**src/rtl/product_accumulator.sv**
```systemverilog
// Sums a sequence of 8-bit products into an ACC_W-bit result with a saturating beat count and sticky wrap flag.
// Latency: result is presented one clock after the beat carrying in_last is accepted.
// Backpressure: in_ready drops while a result is held; the result stays put until out_ready is sampled high.
module product_accumulator #(
    parameter int ACC_W = 12,
    parameter int CNT_W = 4
) (
    input  logic             clk,
    input  logic             rst,
    input  logic             in_valid,
    output logic             in_ready,
    input  logic [7:0]       in_prod,
    input  logic             in_last,
    output logic             out_valid,
    input  logic             out_ready,
    output logic [ACC_W-1:0] out_sum,
    output logic [CNT_W-1:0] out_count,
    output logic             out_ovf
);

    localparam int SUM_W = ACC_W + 1;

    localparam logic [1:0] ST_IDLE  = 2'd0;
    localparam logic [1:0] ST_ACCUM = 2'd1;
    localparam logic [1:0] ST_HOLD  = 2'd2;

    logic [1:0]       state_q, state_d;
    logic [ACC_W-1:0] acc_q,   acc_d;
    logic [CNT_W-1:0] cnt_q,   cnt_d;
    logic             ovf_q,   ovf_d;

    logic             accept;
    logic [SUM_W-1:0] sum_ext;
    logic             cnt_full;

    // Handshake and outputs decode from registered state only, so no input reaches an output combinationally.
    assign in_ready  = (state_q != ST_HOLD);
    assign out_valid = (state_q == ST_HOLD);
    assign out_sum   = out_valid ? acc_q : '0;
    assign out_count = out_valid ? cnt_q : '0;
    assign out_ovf   = out_valid ? ovf_q : 1'b0;

    assign accept   = in_valid && in_ready;
    // One extra bit on the adder exposes the carry out used for the sticky wrap flag.
    assign sum_ext  = {1'b0, acc_q} + SUM_W'(in_prod);
    assign cnt_full = (cnt_q == {CNT_W{1'b1}});

    // Next-state and datapath update: first beat loads, later beats accumulate, HOLD waits for the consumer.
    always_comb begin
        state_d = state_q;
        acc_d   = acc_q;
        cnt_d   = cnt_q;
        ovf_d   = ovf_q;
        case (state_q)
            ST_IDLE: begin
                if (accept) begin
                    acc_d   = ACC_W'(in_prod);
                    cnt_d   = CNT_W'(1);
                    ovf_d   = 1'b0;
                    state_d = in_last ? ST_HOLD : ST_ACCUM;
                end
            end
            ST_ACCUM: begin
                if (accept) begin
                    acc_d   = sum_ext[ACC_W-1:0];
                    cnt_d   = cnt_full ? cnt_q : cnt_q + CNT_W'(1);
                    ovf_d   = ovf_q | sum_ext[ACC_W];
                    state_d = in_last ? ST_HOLD : ST_ACCUM;
                end
            end
            ST_HOLD: begin
                if (out_ready) begin
                    state_d = ST_IDLE;
                end
            end
            default: begin
                state_d = ST_IDLE;
            end
        endcase
    end

    // State registers; reset wins over any handshake and drops any partial or pending result.
    always_ff @(posedge clk) begin
        if (rst) begin
            state_q <= ST_IDLE;
            acc_q   <= '0;
            cnt_q   <= '0;
            ovf_q   <= 1'b0;
        end else begin
            state_q <= state_d;
            acc_q   <= acc_d;
            cnt_q   <= cnt_d;
            ovf_q   <= ovf_d;
        end
    end

endmodule

```
**config.mk**
```make
export PLATFORM = sky130hd
export DESIGN_NAME = product_accumulator
export DESIGN_NICKNAME = d
export VERILOG_FILES = /design/src/rtl/product_accumulator.sv
export SDC_FILE = /design/constraint.sdc
export NUM_CORES = 1
export LEC_CHECK = 0
export BUFFER_PORTS_ARGS = -buffer_cell sky130_fd_sc_hd__buf_2
export CAP_MARGIN = 5
export CORE_MARGIN = 2
export CORE_UTILIZATION = 35
export DETAILED_ROUTE_END_ITERATION = 12
export HOLD_SLACK_MARGIN = 0.15
export PLACE_DENSITY = 0.65
export SLEW_MARGIN = 40
export SYNTH_ARGS = -nofsm -noshare
export SYNTH_HDL_FRONTEND = slang
export SYNTH_SLANG_ARGS = --single-unit
```
**constraint.sdc**
```tcl
create_clock -name clk -period 4.2 [get_ports clk]
set_input_delay 0.21 -clock clk [delete_from_list [all_inputs] [get_ports clk]]
set_output_delay 0.21 -clock clk [all_outputs]
set_load 0.005 [all_outputs]
```
==> results.py <==
metrics = {
    "power_and_ir_drop": {
        "irDropWorstVdd_mv": 0.0948,
        "total_power_mw": 0.430,
        "p_per_area_nw_per_um2": 281,
        "p_leak_nw": 0.677,
    },
    "yosys": {
        "yosys_most_used_dff": "dfxtp_1",
        "yosysWarnings": 0,
        "synth_edf_count": 0,
        "ys_seq_area_share_pct": 29.3,
        "synthesis.area_sq_um": 1300,
        "ys_ff_latch": 19,
        "synthArstFlopShare_pct": 0,
        "synth.distinct_cells": 40,
        "synth.avg_cell_area_sq_um": 8.71,
        "syn_nets": 172,
        "yosysTopAreaCellShare_pct": 29.3,
        "yosys.area.top_type": "dfxtp_1",
        "synthTopCellsByArea": "dfxtp_1 (29%), ha_1 (8.7%), and2_1 (7.7%)",
        "synth_cells": 149,
    },
    "clock_tree": {
        "clock_latency_ns": 0.26,
        "cts_resized": 0,
        "h-tree-depth": 1,
        "hold_buffers": 0,
        "clk_pin_slew_ns": 0.07,
        "postCtsSetupRepairBufs": 0,
        "cts_root_buf": "clkbuf_8",
        "cts_tree": "done",
        "cts_sinks": 19,
        "cts_made_buffers": 3,
        "cts_buffer_depth": 2,
    },
    "run": {
        "maxCapViolations": 0,
    },
    "floorplan": {
        "core-area_sq_um": 3610,
        "die_h_um": 64.9,
        "die_area_sq_um": 4210,
        "io_pins": 32,
        "fp.dieW_um": 64.9,
        "rows": 22,
        "start_util_pct": 36.0,
    },
    "grt": {
        "grt_start_max_net_pins": 18,
        "grt_pass1_wl_um": 4820,
        "grt_pass1_vias": 1062,
        "grtUsageTotal_pct": 14.7,
        "overflow": 0,
        "grt_antenna_before_repair": 0,
    },
    "sta": {
        "post-route-period-util_pct": 47.9,
        "period_needed_ns": 2.01,
        "worst_slew_pin_slew_ns": 0.616,
        "setup_viol": 0,
        "timing.fmax_ghz": 0.498,
        "grt_setup_unrepaired": "no",
        "slew_headroom_pct": 58.9,
        "timing_hold_violations_final": 0,
        "fin_tns_setup_ns": 0,
        "final_max_slew_viol_count": 0,
        "skew_ns": 0.00168,
    },
    "worst_hold_path": {
        "min_from": "in_last",
        "worstHoldPathType": "in -> reg",
        "holdPathStages": 2,
        "holdPathEnd": "state_q[0]$_SDFFE_PP0P_",
    },
    "detailed_routing": {
        "viasPerCell": 5.06,
        "routedWlPerCell_um": 12.6,
        "ant_nets": 0,
        "drt_first_pass_iters": 4,
        "wl_um": 2840,
        "drc": 0,
        "first_iter_violations": 32,
        "via_count": 1144,
    },
    "worst_setup_path": {
        "r2r_slack_ns": 2.26,
        "cp_data_required_time_ns": 3.99,
        "r2r-start": "acc_q[0]$_SDFFE_PP0P_",
        "cp-start-kind": "register",
        "worstPathMaxFanout": 17,
        "ff2ff_path_depth": 8,
        "cp.arrival_ns": 1.80,
        "end_kind": "output port",
        "worst_r2r_endpoint": "acc_q[6]$_SDFFE_PP0P_",
        "crit_type": "reg -> out",
    },
    "outcome": {
        "status": "complete, no violations",
    },
    "placement": {
        "placed_area_sq_um": 1480,
        "hpwl_um": 2150,
        "portBuffers": 31,
        "gp_congestion": 0.784,
    },
    "final_layout": {
        "n_antenna_cell": 0,
        "nets": 202,
        "drive_above_1_share_pct": 22.5,
        "area_growth_pct": 17.7,
        "mostFrequentLayoutCell": "buf_2",
        "fill_cells": 373,
        "fin_area_sq_um": 1530,
        "mostFrequentLayoutCells": "buf_2 (31), dfxtp_1 (19), and2_1 (16)",
    },
}
## through the flow
step	utilization (%)	worst slack [ns]	hold WS, ns	instances
2_1_floorplan	-	2.41	0.301	149
4_1_cts	42.4	2.15	0.152	226
3_5_place_dp	41.1	2.27	0.433	222
6_report	42.4	2.19	0.157	226
5_1_grt	42.4	2.01	0.164	226
3_3_place_gp	41.1	2.32	0.427	222
## worst max-delay path, stage by stage (launching register included)
cell      delay (ns)
dfxtp_1         0.72
nand2b_1        0.24
inv_1           0.22
and2_1          0.24
buf_2           0.12
## power by group
part           switching, mW  internal (mW)  total, mW
clock network         0.0643         0.0661      0.130
logic                 0.0564         0.0435     0.0999
registers             0.0103          0.189      0.200
## worst max-delay path by stage
stage                                 start               endpoint  slack [ns]  cells after the start
finish              state_q[0]$_SDFFE_PP0P_             out_sum[2]        2.19                      4
global route        state_q[0]$_SDFFE_PP0P_             out_sum[2]        2.01                      4
CTS                 state_q[0]$_SDFFE_PP0P_             out_sum[2]        2.15                      4
detailed placement    acc_q[0]$_SDFFE_PP0P_  acc_q[6]$_SDFFE_PP0P_        2.27                      8
global placement      acc_q[0]$_SDFFE_PP0P_  acc_q[6]$_SDFFE_PP0P_        2.32                      8
floorplan             acc_q[0]$_SDFFE_PP0P_  acc_q[6]$_SDFFE_PP0P_        2.41                      8
## synth_stat cells, types with 2 or more instances
| master | n |
|---|---|
| a211oi_1 | 5 |
| a21o_1 | 2 |
| a21oi_1 | 6 |
| a221oi_1 | 4 |
| and2_1 | 16 |
| buf_2 | 4 |
| dfxtp_1 | 19 |
| ha_1 | 9 |
| inv_1 | 4 |
| mux2i_1 | 4 |
| nand2_1 | 7 |
| nand2b_1 | 5 |
| nand4_1 | 2 |
| nor2_1 | 15 |
| nor2b_1 | 2 |
| nor3_1 | 2 |
| o211ai_1 | 4 |
| o21ai_0 | 8 |
| xnor2_1 | 2 |
| xor2_1 | 9 |
## layout make-up
type,instances,area (sq um),area share (%)
tap,48,60.1,3.93
clock buffer,3,41.3,2.70
sequential,19,380,24.9
timing repair buffer,31,155,10.2
multi-input combinational,120,871,57.0
clock inverter,1,5.00,0.328
inverter,4,15.0,0.983
## logic make-up (layout without fill, tap and decap cells)
logic type / count (synthesis) / in the layout / synth area share (%)
buf+inv: 10 / 39 / 3.57
fa+ha+maj: 10 / 10 / 10.2
mux: 4 / 4 / 3.09
xor+xnor: 11 / 11 / 7.43
flops: 19 / 19 / 29.3
compound gates: 41 / 41 / 24.1
simple gates: 54 / 54 / 22.3
## state kept, by name (all words and copies together) (netlist names)
name / flops
acc_q: 12
cnt_q: 4
ovf_q: 1
state_q: 2
## per-layer routing
layer	wire length (um)	track usage (%)	up-vias
li1	-	-	593
met1	1320	17.6	530
met2	1420	25.8	18
met3	81	2.08	3
met4	21	6.91	0
met5	0	0	-
Power figures use the tool's default switching activity.
